**config.mk**
```make
export PLATFORM = sky130hd
export DESIGN_NAME = qar_icache_flat
export DESIGN_NICKNAME = d
export VERILOG_FILES = /design/src/rtl/qar_icache_if.sv /design/src/rtl/qar_icache.sv /design/src/flat_wrapper.sv
export SDC_FILE = /design/constraint.sdc
export NUM_CORES = 1
export LEC_CHECK = 0
export BUFFER_PORTS_ARGS = -buffer_cell sky130_fd_sc_hd__buf_2
export CORE_MARGIN = 10
export CORE_UTILIZATION = 54
export CTS_CLUSTER_SIZE = 20
export DETAILED_ROUTE_END_ITERATION = 16
export PLACE_DENSITY = 0.88
export SLEW_MARGIN = 10
export SYNTH_ARGS = -nofsm -noshare
export SYNTH_HDL_FRONTEND = slang
export SYNTH_SLANG_ARGS = --single-unit
export TNS_END_PERCENT = 30
```
**constraint.sdc**
```tcl
create_clock -name clk -period 7.15 [get_ports clk]
set_input_delay 1.43 -clock clk [delete_from_list [all_inputs] [get_ports clk]]
set_output_delay 1.43 -clock clk [all_outputs]
set_load 0.02 [all_outputs]
```
**src/rtl/qar_icache_if.sv**
```systemverilog
// qar_icache_if: fetch-side and imem-side handshake bundle.
// slave = the cache, master = core fetch plus instruction memory.
interface qar_icache_if #(
  parameter int ADDR_WIDTH = 32
);
  logic                  fetch_valid;
  logic [ADDR_WIDTH-1:0] fetch_addr;
  logic                  fetch_ready;
  logic [31:0]           fetch_rdata;
  logic                  imem_valid;
  logic [ADDR_WIDTH-1:0] imem_addr;
  logic                  imem_ready;
  logic [31:0]           imem_rdata;

  modport slave (
    input  fetch_valid, fetch_addr,
    input  imem_ready, imem_rdata,
    output fetch_ready, fetch_rdata,
    output imem_valid, imem_addr
  );

  modport master (
    output fetch_valid, fetch_addr,
    output imem_ready, imem_rdata,
    input  fetch_ready, fetch_rdata,
    input  imem_valid, imem_addr
  );
endinterface

```
**src/rtl/qar_icache.sv**
```systemverilog
// qar_icache: direct-mapped, one-word-per-line read-only I-cache.
// Hit/miss counters built only with QAR_ICACHE_STATS_EN defined.
module qar_icache #(
  parameter int ENTRIES    = 8,
  parameter int ADDR_WIDTH = 32
) (
  input  logic        clk,
  input  logic        rst_n,
  input  logic        flush,
  qar_icache_if.slave bus,
  output logic [31:0] hit_count,
  output logic [31:0] miss_count
);
  localparam int IDX_W = $clog2(ENTRIES);
  localparam int TAG_W = ADDR_WIDTH - IDX_W - 2;

  typedef enum logic [1:0] {
    S_IDLE,
    S_REFILL,
    S_RESP
  } state_t;

  state_t r_state;
  state_t w_next;

  logic [ENTRIES-1:0]    r_valid;
  logic [TAG_W-1:0]      r_tags  [ENTRIES];
  logic [31:0]           r_words [ENTRIES];
  logic [ADDR_WIDTH-1:0] r_addr;
  logic [31:0]           r_buf;
  logic [31:0]           r_rdata;
  logic                  r_ready;
  logic                  r_drop;

  logic [IDX_W-1:0] w_idx;
  logic [TAG_W-1:0] w_tag;
  logic [IDX_W-1:0] w_ridx;
  logic [TAG_W-1:0] w_rtag;
  logic             w_req;
  logic             w_hit;
  logic             w_hit_go;
  logic             w_miss;
  logic             w_fill;
  logic             w_skip;
  logic             w_unused;

  assign w_idx  = bus.fetch_addr[IDX_W+1:2];
  assign w_tag  = bus.fetch_addr[ADDR_WIDTH-1:IDX_W+2];
  assign w_ridx = r_addr[IDX_W+1:2];
  assign w_rtag = r_addr[ADDR_WIDTH-1:IDX_W+2];

  // The request is still high in its ready cycle; don't re-accept it.
  assign w_req  = bus.fetch_valid && !r_ready;
  assign w_hit  = r_valid[w_idx] && (r_tags[w_idx] == w_tag);
  assign w_skip = r_drop || !bus.fetch_valid;

  assign w_unused = &{1'b0, bus.fetch_addr[1:0]};

  assign bus.imem_valid  = (r_state == S_REFILL);
  assign bus.imem_addr   = r_addr;
  assign bus.fetch_ready = r_ready;
  assign bus.fetch_rdata = r_rdata;

  // Next-state and per-cycle event decode
  always_comb begin
    w_next   = r_state;
    w_hit_go = 1'b0;
    w_miss   = 1'b0;
    w_fill   = 1'b0;
    unique case (r_state)
      S_IDLE: begin
        if (w_req) begin
          if (w_hit) begin
            w_hit_go = 1'b1;
            w_next   = S_RESP;
          end else begin
            w_miss = 1'b1;
            w_next = S_REFILL;
          end
        end
      end
      S_REFILL: begin
        if (bus.imem_ready) begin
          w_fill = 1'b1;
          w_next = w_skip ? S_IDLE : S_RESP;
        end
      end
      S_RESP: w_next = S_IDLE;
      default: w_next = S_IDLE;
    endcase
  end

  // State, response path, refill address and valid bits
  always_ff @(posedge clk or negedge rst_n) begin
    if (!rst_n) begin
      r_state <= S_IDLE;
      r_valid <= '0;
      r_addr  <= '0;
      r_buf   <= '0;
      r_rdata <= '0;
      r_ready <= 1'b0;
      r_drop  <= 1'b0;
    end else begin
      r_state <= w_next;
      r_ready <= (r_state == S_RESP);
      if (r_state == S_RESP)
        r_rdata <= r_buf;
      if (w_miss) begin
        r_addr <= {bus.fetch_addr[ADDR_WIDTH-1:2], 2'b00};
        r_drop <= 1'b0;
      end else if (r_state == S_REFILL && !bus.fetch_valid) begin
        r_drop <= 1'b1;
      end
      if (w_hit_go)
        r_buf <= r_words[w_idx];
      else if (w_fill)
        r_buf <= bus.imem_rdata;
      if (flush)
        r_valid <= '0;
      else if (w_fill)
        r_valid[w_ridx] <= 1'b1;
    end
  end

  // Tag/data arrays carry no reset; valid bits guard them
  always_ff @(posedge clk) begin
    if (w_fill) begin
      r_tags[w_ridx]  <= w_rtag;
      r_words[w_ridx] <= bus.imem_rdata;
    end
  end

`ifdef QAR_ICACHE_STATS_EN
  logic [31:0] r_hits;
  logic [31:0] r_misses;

  // Free-running hit/miss statistics, untouched by flush
  always_ff @(posedge clk or negedge rst_n) begin
    if (!rst_n) begin
      r_hits   <= '0;
      r_misses <= '0;
    end else begin
      if (w_hit_go)
        r_hits <= r_hits + 32'd1;
      if (w_miss)
        r_misses <= r_misses + 32'd1;
    end
  end

  assign hit_count  = r_hits;
  assign miss_count = r_misses;
`else
  assign hit_count  = '0;
  assign miss_count = '0;
`endif
endmodule

```
**src/flat_wrapper.sv**
```systemverilog
// flat-port wrapper written by rule: the top's interface ports become plain ports
module qar_icache_flat 
#(
  parameter int ENTRIES    = 8,
  parameter int ADDR_WIDTH = 32
)
  (clk, rst_n, flush, hit_count, miss_count, bus_fetch_valid, bus_fetch_addr, bus_imem_ready, bus_imem_rdata, bus_fetch_ready, bus_fetch_rdata, bus_imem_valid, bus_imem_addr);
  qar_icache_if #(.ADDR_WIDTH(ADDR_WIDTH)) bus_i ();
  input  logic clk;
  input  logic rst_n;
  input  logic flush;
  output logic [31:0] hit_count;
  output logic [31:0] miss_count;
  input wire logic [$bits(bus_i.fetch_valid)-1:0] bus_fetch_valid;
  input wire logic [$bits(bus_i.fetch_addr)-1:0] bus_fetch_addr;
  input wire logic [$bits(bus_i.imem_ready)-1:0] bus_imem_ready;
  input wire logic [$bits(bus_i.imem_rdata)-1:0] bus_imem_rdata;
  output wire logic [$bits(bus_i.fetch_ready)-1:0] bus_fetch_ready;
  output wire logic [$bits(bus_i.fetch_rdata)-1:0] bus_fetch_rdata;
  output wire logic [$bits(bus_i.imem_valid)-1:0] bus_imem_valid;
  output wire logic [$bits(bus_i.imem_addr)-1:0] bus_imem_addr;
  assign bus_i.fetch_valid = bus_fetch_valid;
  assign bus_i.fetch_addr = bus_fetch_addr;
  assign bus_i.imem_ready = bus_imem_ready;
  assign bus_i.imem_rdata = bus_imem_rdata;
  assign bus_fetch_ready = bus_i.fetch_ready;
  assign bus_fetch_rdata = bus_i.fetch_rdata;
  assign bus_imem_valid = bus_i.imem_valid;
  assign bus_imem_addr = bus_i.imem_addr;
  qar_icache #(.ENTRIES(ENTRIES), .ADDR_WIDTH(ADDR_WIDTH)) u_core (.clk(clk), .rst_n(rst_n), .flush(flush), .bus(bus_i), .hit_count(hit_count), .miss_count(miss_count));
endmodule
```
==> impl_metrics.toml <==
[outcome]
status = "finished clean"

[yosys]
synth-main-ff-cell = "edfxtp_1"
synth_edf_count = 472
syn_area_per_cell_um2 = 20.5
synth_top_family_by_area = "multiplexers"
synthAdderAreaFrac = 0
syn_area_um2 = 23200
synth_compound_gate_area_share = 0.0117
yosysTopAreaCellShare = 0.612
synthSimpleGateAreaFrac = 0.0166
ys_warn_count = 0
synthMuxAreaShare = 0.199
async_reset_ff_frac = 0.183
synth_top_cell_by_area = "edfxtp_1"
synthXorXnorAreaFrac = 0.00757
synthTopCellsByArea = "edfxtp_1 (61%), dfrtp_1 (11%), mux4_2 (9.5%)"
synth_cell_types = 50
ys_seq_area_frac = 0.727
syn_inst = 1128
ys_ff_latch = 578

[placed_design]
dpl.hpwl_um = 27500
place_congestion = 0.733
place_ws_ps = 1420
io_buffers = 130

[final_layout]
drive_gt1_frac = 0.308
seq_area_um2 = 16800
nets = 1353
finish.utilization = 0.612
num-fill-cells = 2700
multi_input_area_um2 = 5740
area_growth_pct = 11.3

[worst_setup_path]
path_common_cell = "buf_4"
reg2reg_depth = 9
cp-end-kind = "flop"
regToRegSetupSlack_ps = 3310
crit_arrival_ps = 5600
slowest_delay_ps = 980
rr_endpoint = "u_core.bus.imem_addr[13]$_DFFE_PN0P_"
r2r-start = "u_core.r_tags[4][8]$_DFFE_PP_"
critPathLaunchType = "primary input"
crit_chain = "buf_6, buf_4, buf_4, nand3_1, and4_1, o21ai_1, nor4_2, nand4_2, or4b_2, buf_4, mux2_4"
cpMaxStageDelayCell = "or4b_2"
critPathKind = "primary input to flop"
required_ps = 7590
worst-path-max-fanout = 38

[route]
drc = 0
drtIter0Drc = 902
wire_per_inst_um = 26.2
postRouteAntennaNets = 0
drtPass1Iterations = 5
vias = 11200
drt_wl_total_um = 48900
via_per_inst = 6.00

[min_path]
worstHoldEndpoint = "u_core.r_drop$_DFFE_PN0P_"
hp-class = "flop to flop"
holdPathStages = 1
min-delay-start = "u_core.r_drop$_DFFE_PN0P_"

[sta]
rsz0062_at_grt = "no"
setup_viol = 0
fmax_ghz = 0.194
tightestPinTransition_ps = 1140
relSlewSlack = 0.238
finalHoldViolCount = 0
fin_crit_sh = 0.721
period_needed_ps = 5160
setup_slack_ps = 1990
whs_ps = 498
skew_ps = 16.8
setup_tns_ps = 0
slew_violations = 0

[power_and_ir_drop]
swShare = 0.268
p_leak_nw = 9.42
power_frac_clock = 0.308
seq_power_share = 0.533
vdd.ir_drop.worst_uv = 197
p_per_area_nw_per_um2 = 339
power_frac_comb = 0.159
p_switching_mw = 2.34
p_int_mw = 6.39

[clock_tree]
clockBufferDepth = 3
post-cts-setup-buffers = 0
root_buffer = "clkbuf_16"
cts_buffers = 51
cts_resized = 0
htree_levels = 2
holdBufCountCts = 0
cts_tree = "done"
clock_latency_ps = 570
clk_pin_slew_worst_paths_ps = 60
clock_sinks = 578

[global_routing]
grt_pass1_wl_um = 72800
globalRouteOverflowTotal = 0
grt_pass1_vias = 11800
grt_usage = 0.188
grt_antenna_before_repair = 5
grt_max_degree = 67

[job]
maxCapViolCount = 0

[die]
die_x_um = 227
die_y_um = 227
rows = 75
die_area_um2 = 51600
core_um2 = 42100
io_pins = 199
initial_core_util = 0.550
## how the worst max path moves through the flow
stage	from	end	slack, ps	cells past startpoint
global placement	bus_fetch_addr[2]	u_core.bus.imem_addr[23]$_DFFE_PN0P_	1490	11
detailed placement	bus_fetch_addr[2]	u_core.bus.imem_addr[23]$_DFFE_PN0P_	1420	11
CTS	bus_fetch_addr[2]	u_core.bus.imem_addr[23]$_DFFE_PN0P_	1990	11
finish	bus_fetch_addr[2]	u_core.bus.imem_addr[13]$_DFFE_PN0P_	1990	11
floorplan	bus_imem_ready	u_core.r_tags[2][0]$_DFFE_PP_	850	2
global route	bus_fetch_addr[2]	u_core.bus.imem_addr[13]$_DFFE_PN0P_	1800	11
## critical path: cells and delay by family
kind | cells | cell delay [ps]
buf+inv | 4 | 1850
mux | 1 | 320
compound gates | 1 | 220
simple gates | 5 | 1670
## synthesized netlist by cell type (2+ instances only)
library cell   count
mux2i_1          147
a21oi_1            7
and4_1             2
buf_6             18
buf_4             71
xor2_1            17
and2b_1            3
nor3_1             4
nor4_1             2
mux4_1             4
a221oi_2           2
a22o_1             2
mux2_4            28
o22a_1             3
nand2b_1           5
edfxtp_1         472
nor4_2             2
nor2_1            16
clkbuf_1          10
buf_2              3
mux4_2            98
dfrtp_1          106
nand3_1            2
nand4_1            2
and3_1             6
xnor2_1            3
mux2_2            35
buf_1              8
nor2b_1            4
a22oi_1           13
nand2_1            8
dlygate4sd1_1      4
o21ba_2            3
inv_1              2
## through the flow
step	instance area [um^2]	power, mW	std cells
floorplan	23400	5.55	1193
global placement	24100	6.01	1770
detailed placement	24100	6.10	1770
CTS	25800	8.79	1865
global route	25800	9.05	1866
finish	25800	8.73	1866
## placed cells by master, fill, tap and decap left out, types with 11 or more instances in the layout
| cell type | synthesis | routed |
|---|---|---|
| dfrtp_1 | 106 | 106 |
| nor2_1 | 16 | 13 |
| edfxtp_1 | 472 | 472 |
| mux4_2 | 98 | 98 |
| clkbuf_8 | 0 | 11 |
| buf_2 | 3 | 126 |
| mux2_4 | 28 | 28 |
| mux2_2 | 35 | 35 |
| clkbuf_16 | 0 | 53 |
| mux2i_1 | 147 | 147 |
| buf_4 | 71 | 25 |
| a22oi_1 | 13 | 13 |
| clkbuf_1 | 10 | 16 |
| conb_1 | 1 | 66 |
| xor2_1 | 17 | 17 |
## sequential cells by signal, summed over array words and instances, names as in the netlist
register                flops
u_core.r_state              2
u_core.r_words            256
u_core.r_drop               1
u_core.bus.fetch_ready      1
u_core.bus.imem_addr       30
u_core.r_buf               32
u_core.r_tags             216
u_core.bus.fetch_rdata     32
u_core.r_valid              8
## layer usage
layer / part of all wire / up-vias / GRT usage
met5: 0.00096 / - / 0
li1: - / 4684 / -
met2: 0.51 / 585 / 0.318
met3: 0.088 / 109 / 0.0432
met4: 0.026 / 8 / 0.0630
met1: 0.38 / 5808 / 0.238
## logic make-up (layout without fill, tap and decap cells)
| family | Yosys count | after routing |
|---|---|---|
| compound gates | 35 | 35 |
| xor+xnor | 20 | 20 |
| buf+inv | 118 | 251 |
| flops | 578 | 578 |
| mux | 312 | 312 |
| other cells | 1 | 67 |
| simple gates | 64 | 64 |
## power by group through the flow
stage	Sequential (mW)	Clock (mW)	Combinational (mW)
final	4.65	2.69	1.39
after global placement	4.66	0	1.35
after floorplan	4.82	0	0.735
after CTS	4.65	2.73	1.41
after detailed placement	4.71	0	1.39
after global routing	4.71	2.85	1.48
## cell type report
| cell class | count | share of cell area |
|---|---|---|
| flip-flops and latches | 578 | 0.653 |
| multi-input cells | 497 | 0.223 |
| clock buffers | 80 | 0.0597 |
| repair buffers | 154 | 0.0334 |
| well taps | 539 | 0.0262 |
| clock inverters | 15 | 0.00471 |
| inverters | 2 | 0.000291 |
| diodes | 1 | 0.0000971 |
No activity file was read; power rests on OpenSTA's default activity.
